===== config.mk =====
export PLATFORM = sky130hd
export DESIGN_NAME = key_buffer
export DESIGN_NICKNAME = d
export VERILOG_FILES = /design/src/rtl/keyboard_pkg.sv /design/src/rtl/key_fifo.sv /design/src/rtl/key_buffer.sv
export SDC_FILE = /design/constraint.sdc
export NUM_CORES = 1
export LEC_CHECK = 0
export ABC_AREA = 1
export BUFFER_PORTS_ARGS = -buffer_cell sky130_fd_sc_hd__buf_2
export CAP_MARGIN = 40
export CORE_ASPECT_RATIO = 2
export CORE_UTILIZATION = 55
export DETAILED_ROUTE_END_ITERATION = 12
export HOLD_SLACK_MARGIN = 0.08
export PLACE_DENSITY_LB_ADDON = 0.12
export SKIP_CTS_REPAIR_TIMING = 1
export SLEW_MARGIN = 20
export SYNTH_ARGS = -nofsm -noshare
export SYNTH_HDL_FRONTEND = slang
export SYNTH_HIERARCHICAL = 1
export SYNTH_SLANG_ARGS = --single-unit

===== constraint.sdc =====
create_clock -name sys_clk -period 5.9 [get_ports sys_clk]
set_input_delay 1.77 -clock sys_clk [delete_from_list [all_inputs] [get_ports sys_clk]]
set_output_delay 1.77 -clock sys_clk [all_outputs]
set_load 0.02 [all_outputs]

===== src/rtl/keyboard_pkg.sv =====
// Shared key codes, register map and status layout for the keyboard buffer.
package keyboard_pkg;

    localparam logic [7:0] KEY_NULL  = 8'd0;
    localparam logic [7:0] KEY_ESC   = 8'd255;
    localparam logic [7:0] KEY_UP    = 8'd17;
    localparam logic [7:0] KEY_LEFT  = 8'd18;
    localparam logic [7:0] KEY_DOWN  = 8'd19;
    localparam logic [7:0] KEY_RIGHT = 8'd20;
    localparam logic [7:0] KEY_ENTER = 8'd10;

    localparam logic ADDR_DATA = 1'b0;
    localparam logic ADDR_STAT = 1'b1;

    localparam int CTRL_FLUSH  = 0;
    localparam int CTRL_IRQEN  = 1;
    localparam int CTRL_CLROVF = 7;

    typedef struct packed {
        logic       ovf;
        logic       full;
        logic       empty;
        logic [4:0] count;
    } status_t;

    // Deep FIFOs report a pinned 5'h1F rather than a wrapped count.
    function automatic logic [4:0] sat_count5(input logic [31:0] c);
        return (c > 32'd31) ? 5'h1F : c[4:0];
    endfunction

endpackage


===== src/rtl/key_fifo.sv =====
// DEPTH-entry synchronous FIFO for key codes; pop frees a slot for a same-cycle push.
module key_fifo
    import keyboard_pkg::*;
#(
    parameter int DEPTH = 16,
    parameter int CNT_W = $clog2(DEPTH) + 1
) (
    input  logic             clk,
    input  logic             rst_n,
    input  logic             push,
    input  logic             pop,
    input  logic             flush,
    input  logic [7:0]       din,
    output logic [7:0]       dout,
    output logic             full,
    output logic             empty,
    output logic [CNT_W-1:0] count
);
    localparam int AW = $clog2(DEPTH);

    logic [7:0]       mem_q [DEPTH];
    logic [AW-1:0]    rd_ptr_q, rd_ptr_d;
    logic [AW-1:0]    wr_ptr_q, wr_ptr_d;
    logic [CNT_W-1:0] count_q, count_d;
    logic             do_push, do_pop;

    assign full    = (count_q == CNT_W'(DEPTH));
    assign empty   = (count_q == '0);
    assign count   = count_q;
    assign dout    = mem_q[rd_ptr_q];
    assign do_pop  = pop & ~empty;
    assign do_push = push & (~full | do_pop);

    always_comb begin
        rd_ptr_d = rd_ptr_q;
        wr_ptr_d = wr_ptr_q;
        count_d  = count_q;
        if (flush) begin
            rd_ptr_d = '0;
            wr_ptr_d = '0;
            count_d  = '0;
        end else begin
            if (do_pop)  rd_ptr_d = rd_ptr_q + 1'b1;
            if (do_push) wr_ptr_d = wr_ptr_q + 1'b1;
            case ({do_push, do_pop})
                2'b10:   count_d = count_q + 1'b1;
                2'b01:   count_d = count_q - 1'b1;
                default: count_d = count_q;
            endcase
        end
    end

    always_ff @(posedge clk) begin
        if (!rst_n) begin
            rd_ptr_q <= '0;
            wr_ptr_q <= '0;
            count_q  <= '0;
        end else begin
            rd_ptr_q <= rd_ptr_d;
            wr_ptr_q <= wr_ptr_d;
            count_q  <= count_d;
        end
    end

    always_ff @(posedge clk) begin
        if (do_push && !flush) mem_q[wr_ptr_q] <= din;
    end

endmodule


===== src/rtl/key_buffer.sv =====
// Key code FIFO with a two-register CPU port (DATA, STATUS/CTRL) and a pending-key interrupt.
module key_buffer
    import keyboard_pkg::*;
#(
    parameter int DEPTH = 16,
    parameter int CNT_W = $clog2(DEPTH) + 1
) (
    input  logic       sys_clk,
    input  logic       reset_n,
    input  logic       key_req,
    input  logic [7:0] key_code,
    input  logic       cpu_sel,
    input  logic       cpu_rd,
    input  logic       cpu_wr,
    input  logic       cpu_addr,
    input  logic [7:0] cpu_wdata,
    output logic [7:0] cpu_rdata,
    output logic       cpu_ack,
    output logic       irq
);
    logic             rd_acc, wr_acc, ctrl_wr;
    logic             key_push, fifo_pop, fifo_flush, ovf_set;
    logic [7:0]       fifo_dout;
    logic             fifo_full, fifo_empty;
    logic [CNT_W-1:0] fifo_count;
    status_t          status;

    logic       ovf_q, ovf_d;
    logic       irq_en_q, irq_en_d;
    logic [7:0] rdata_q, rdata_d;
    logic       ack_q, ack_d;
    logic       irq_q, irq_d;

    logic unused_wdata;
    assign unused_wdata = ^cpu_wdata[6:2];

    // A simultaneous rd+wr is served as a read.
    assign rd_acc     = cpu_sel & cpu_rd;
    assign wr_acc     = cpu_sel & cpu_wr & ~cpu_rd;
    assign ctrl_wr    = wr_acc & (cpu_addr == ADDR_STAT);
    assign key_push   = key_req & (key_code != KEY_NULL);
    assign fifo_pop   = rd_acc & (cpu_addr == ADDR_DATA);
    assign fifo_flush = ctrl_wr & cpu_wdata[CTRL_FLUSH];
    assign ovf_set    = key_push & fifo_full & ~fifo_pop & ~fifo_flush;

    key_fifo #(.DEPTH(DEPTH), .CNT_W(CNT_W)) u_fifo (
        .clk   (sys_clk),
        .rst_n (reset_n),
        .push  (key_push),
        .pop   (fifo_pop),
        .flush (fifo_flush),
        .din   (key_code),
        .dout  (fifo_dout),
        .full  (fifo_full),
        .empty (fifo_empty),
        .count (fifo_count)
    );

    assign status = '{ovf:   ovf_q,
                      full:  fifo_full,
                      empty: fifo_empty,
                      count: sat_count5(32'(fifo_count))};

    always_comb begin
        ovf_d    = ovf_q;
        irq_en_d = irq_en_q;
        rdata_d  = rdata_q;
        ack_d    = rd_acc | wr_acc;
        irq_d    = irq_en_q & ~fifo_empty;
        if (ctrl_wr) begin
            irq_en_d = cpu_wdata[CTRL_IRQEN];
            if (cpu_wdata[CTRL_CLROVF]) ovf_d = 1'b0;
        end
        if (ovf_set) ovf_d = 1'b1;
        if (rd_acc) begin
            if (cpu_addr == ADDR_DATA) rdata_d = fifo_empty ? 8'h00 : fifo_dout;
            else                       rdata_d = status;
        end
    end

    always_ff @(posedge sys_clk) begin
        if (!reset_n) begin
            ovf_q    <= 1'b0;
            irq_en_q <= 1'b1;
            rdata_q  <= 8'h00;
            ack_q    <= 1'b0;
            irq_q    <= 1'b0;
        end else begin
            ovf_q    <= ovf_d;
            irq_en_q <= irq_en_d;
            rdata_q  <= rdata_d;
            ack_q    <= ack_d;
            irq_q    <= irq_d;
        end
    end

    assign cpu_rdata = rdata_q;
    assign cpu_ack   = ack_q;
    assign irq       = irq_q;

endmodule


; Word level (Yosys, flattened, before mapping)
; Memory sizes are Yosys's and may differ from the RTL's. A register that Yosys moved wholly into a read port is not among the register bits.
; Index checks and enable logic that the tools add are counted.
[totals]
regBits = 25
latchBits = 0
mem_bits_rw = 128
mem_bits_ro = 0
input_bits = 23
out_inout_bits = 10
word_cells = 57
memories = 1
[op_classes]
addsub = 4
multipliers = 0
div_mod_pow = 0
order_cmp = 0
eq_ne = 3
n_shift = 0
muxes = 10
bitwise_logic = 22
n_reduce_logical = 9
[memory_table]
columns = name, words, word_bits, rd, rd_ports_with_merged_regs, wr, line
row1 = u_fifo.mem_q, 16, 8, 1, 1, 1, key_fifo.sv:21  ; logic [7:0] mem_q [DEPTH];
[ops]
columns = operator, n
row1 = $mux W8, 2
row2 = $and A1 B1 Y1, 13
row3 = $pmux W5 S2, 1
row4 = $add A4 B1 Y4 const B, 2
row5 = $mux W4, 2
row6 = $reduce_bool A8 Y1, 1
row7 = $not A1 Y1, 7
row8 = $reduce_bool A2 Y1, 3
row9 = $add A5 B1 Y5 const B, 1
row10 = $eq A5 B5 Y1 const B, 1
row11 = $logic_not A5 Y1, 1
row12 = $mux W1, 5
row13 = $sub A5 B1 Y5 const B, 1
row14 = $eq A2 B1 Y1 const B, 1
row15 = $eq A2 B2 Y1 const B, 1
row16 = $or A1 B1 Y1, 2
row17 = $reduce_and A2 Y1, 1
row18 = $reduce_or A2 Y1, 1
row19 = $logic_and A1 B1 Y1, 1
row20 = $logic_not A1 Y1, 1

; Longest topological paths before layout
[depth]
ltp_word = 8
mapped_depth = 15
ltp_nobuf = 14

; Hierarchy
; Netlist, hierarchy kept.
[modules_own_cells]
columns = mod, n_inst, cells_per_inst, area_per_inst_um2, seq_area_each_um2
row1 = key_fifo, 1, 538, 6203.4, 4184.0
row2 = key_buffer, 1, 78, 570.5, 240.2

; Least setup slack after synthesis
; Ideal clock, no wire load.
[synth_path]
kind = in2reg
start = in key_code[7]
end = reg u_fifo.count_q[3] (netlist: u_fifo/count[3])
setup_ns = 0.116
arrival_ns = 3.257
t_required_ns = 5.784
slack_ns = 2.527
stages = 13
path_buffers = 0
path_cell_list = nor2_1 -> nand2_1 -> nor2_1 -> nor2_1 -> inv_1 -> nand2_4 -> inv_1 -> ha_1 -> a21oi_1 -> nand2_1 -> xor2_1 -> nor2_1 -> nor2_1
[synth_via]
elab_chain_len = 5
elab_cells_between_ends = 7
classes_between = eq/ne (2) / mux (1) / bitwise (2) / reduce/logical (2)
[synth_rtl]
columns = item, line
row1 = "start, declared", key_buffer.sv:11  ; input logic [7:0] key_code,
row2 = $reduce_bool A8 Y1 (*), key_buffer.sv:41  ; assign key_push = key_req & (key_code != KEY_NULL);
row3 = $and A1 B1 Y1 (*), key_buffer.sv:41
row4 = via key_push, key_buffer.sv:22  ; logic key_push, fifo_pop, fifo_flush, ovf_set;
row5 = $and A1 B1 Y1 (*), key_fifo.sv:32  ; assign do_push = push & (~full | do_pop);
row6 = $eq A2 B1 Y1 / $eq A2 B2 Y1 (equally long branches), key_fifo.sv:45  ; case ({do_push, do_pop})
row7 = $pmux W5 S2 / $reduce_bool A2 Y1 (equally long branches), -
row8 = "end signal, assigned", key_fifo.sv:61  ; count_q <= count_d;
row9 = "end, declared", key_fifo.sv:24  ; logic [CNT_W-1:0] count_q, count_d;
; The timed path passes the listed nets; every way through them passes the cells marked *.
; A chain may end at the register's enable or synchronous reset.

; Final worst setup path
[layout_path]
start = in key_code[7]
end = mem u_fifo.mem_q[0][2] (enable)
[layout_via]
elab_chain_len = 6
[layout_rtl]
columns = item, line
row1 = $reduce_bool A8 Y1, key_buffer.sv:41
row2 = $and A1 B1 Y1, key_buffer.sv:41
row3 = via key_push, key_buffer.sv:22
row4 = $and A1 B1 Y1, key_fifo.sv:32
row5 = $logic_and A1 B1 Y1, key_fifo.sv:66  ; if (do_push && !flush) mem_q[wr_ptr_q] <= din;
row6 = $mux W1, key_fifo.sv:66
row7 = $mux W1 (not written as such), key_fifo.sv:66
row8 = "end, declared", key_fifo.sv:21
; The timed path passes the listed nets, and every way through them passes these cells.

==> impl_metrics.tcl <==
set metrics [dict create \
    worstSetupStartpointType "primary input" \
    grt_pass1_wl_mm 22.1 \
    syn_to_final_growth_pct 12.0 \
    cts_htree_levels 4 \
    synth-seq-area-share_pct 65.3 \
    slew_viol_final 0 \
    initial_core_util_pct 56.2 \
    async_flop_share_pct 0 \
    final_common_cell "edfxtp_1" \
    clock_path_buffers 2 \
    whs_ps 451 \
    rows 57 \
    syn_avg_cell_area_sq_um 11.0 \
    nNetsFinal 672 \
    critPathRequiredTime_ps 5940 \
    via_per_inst 5.52 \
    grt_max_degree 89 \
    slowest_stage "nor2_1" \
    dr.pass1.iters 5 \
    cp-end-kind "flop" \
    drv_cap 0 \
    worst_slew_pin_slew_ps 836 \
    grt-ovfl-total 0 \
    io_pins 33 \
    cp.buffers_inverters 2 \
    place_area_sq_mm 0.00698 \
    drive_above_1_share_pct 13.8 \
    cts_tree "built" \
    period_share_pct 63.2 \
    synth-seq-cells 157 \
    cts.clk_slew.worst_paths_ps 60 \
    yosys_most_used_dff "edfxtp_1" \
    core_sq_mm 0.0121 \
    diodes 0 \
    dp_hpwl_mm 9.37 \
    syn_nets 648 \
    drc 0 \
    cts_root_buffer "clkbuf_16" \
    grt_usage_pct 23.9 \
    port-buffer-count 27 \
    crit_type "primary input to flop" \
    arrival_ps 3770 \
    stdcell_area_sq_mm 0.00759 \
    synth_enable_flop_cells 128 \
    setup_ws_ps 2170 \
    grt_pass1_vias 4291 \
    tns_ps 0 \
    finalSetupViolCount 0 \
    met3_usage_pct 4.47 \
    routed_wl_mm 14.2 \
    crit_chain "buf_2 -> nor2_1 -> nand2_1 -> nor2_1 -> nor2_1 -> o21ai_4 -> inv_4 -> nand2_1 -> nor2_1" \
    grt_most_used_layer "met2" \
    cts.sinks 157 \
    vias 4419 \
    syn-cell-area_sq_mm 0.00677 \
    rsz0062_at_grt "no" \
    hp-class "flop to flop" \
    crit_family "simple AND/OR/NAND/NOR gates" \
    use_met1_pct 27.0 \
    syn_inst 616 \
    clock.fmax_mhz 268 \
    synth.distinct_cells 30 \
    clk_latency_ps 420 \
    slowest_delay_ps 680 \
    worstPathMaxFanout 17 \
    wl_per_cell_um 17.7 \
    fillers 960 \
    crit_top_cell "nor2_1" \
    antenna_found_initial 0 \
    gr-usage-met2_pct 42.5 \
    max_slew_margin_pct 44.1 \
    gp_congestion 0.754 \
    layout_common_cells "edfxtp_1, inv_1, nand2_1, nand3_1, a21oi_1" \
    ir_drop_uv 240 \
    synth_warnings 6 \
    skew_ps 8.21 \
    drt_iter0_markers 251 \
    cts_buffers 17 \
    dpl_worst_slack_ps 1680 \
    powerDensity_mw_per_mm2 325 \
    antenna_left 0 \
    die_h_um 159 \
    dieArea_sq_mm 0.0128 \
    finalHoldViolations 0 \
    die_x_um 80.5 \
    p_leak_nw 2.88 \
    status "completed" \
    fin_crit_ps 3730 \
]
sequential cells by signal, indices dropped and copies added, names as in the netlist, named ones only:
signal,flops
u_fifo/rd_ptr_q,4
irq_en_q,1
irq,1
cpu_ack,1
u_fifo/count,5
u_fifo/wr_ptr_q,4
cpu_rdata,8
u_fifo/mem_q,128
ovf_q,1
synthesized netlist by cell type (2+ instances only):
cell | instances | area [sq um]
edfxtp_1 | 128 | 3840
nand2_1 | 69 | 259
o211ai_1 | 33 | 248
inv_1 | 89 | 334
buf_6 | 4 | 45.0
clkbuf_1 | 5 | 18.8
buf_2 | 18 | 90.1
inv_4 | 3 | 18.8
nand2_4 | 4 | 45.0
a21oi_2 | 3 | 26.3
dfxtp_1 | 29 | 581
ha_1 | 8 | 100
nand3_1 | 60 | 300
a21oi_1 | 56 | 280
nor2_1 | 37 | 139
xor2_1 | 2 | 17.5
nand3_2 | 3 | 30.0
o21ai_0 | 48 | 240
nor2_4 | 3 | 33.8
nor2_2 | 2 | 12.5
nand2_2 | 3 | 18.8
per-layer routing:
metal / wire, um / part of all wire, %
met5: 0 / 0
met4: 411 / 2.9
met3: 488 / 3.4
met2: 7780 / 55
met1: 5480 / 39
area by class of cell:
type	instances	area (sq um)	share of cell area [%]
clock buffer	22	507	6.68
clock inverter	10	76.3	1.01
inverter	93	358	4.71
multi-input combinational	338	1830	24.2
sequential	157	4430	58.4
tap	147	184	2.42
timing repair buffer	33	200	2.64
worst paths after layout:
path | start | to | slack [ps] | cells after the start
hold reg to reg | irq_en_q | irq | 450 | 2
setup reg to reg | u_fifo/count[0] | u_fifo/count[3] | 3760 | 12
setup / recovery | key_code[7] | u_fifo/mem_q[0][2] | 2170 | 9
hold / removal | irq_en_q | irq | 450 | 2
metrics by stage:
stage	total power, mW	instances	utilization [%]
final	2.47	800	63.0
after global routing	2.55	800	63.0
after CTS	2.48	797	62.8
after detailed placement	1.45	765	57.9
after global placement	1.44	764	57.7
after floorplan	1.38	616	-
where the power goes:
group	internal (mW)	switching, mW	total [mW]
Sequential	1.22	0.0231	1.24
Clock	0.615	0.432	1.05
Combinational	0.0559	0.122	0.178
Total	1.89	0.577	2.47
logic make-up (layout without fill, tap and decap cells):
group / count (synthesis) / count (layout) / share of synthesized area (%)
simple gates: 185 / 185 / 12.9
compound gates: 141 / 141 / 12.0
xor+xnor: 3 / 3 / 0.388
buf+inv: 121 / 158 / 7.63
fa+ha+maj: 9 / 9 / 1.77
flops: 157 / 157 / 65.3
tightest hold or removal path, cell delays in order (launching register included):
cell     delay [ps]
dfxtp_1         300
inv_1            60
nor3_1           50
Power figures use the tool's default switching activity.
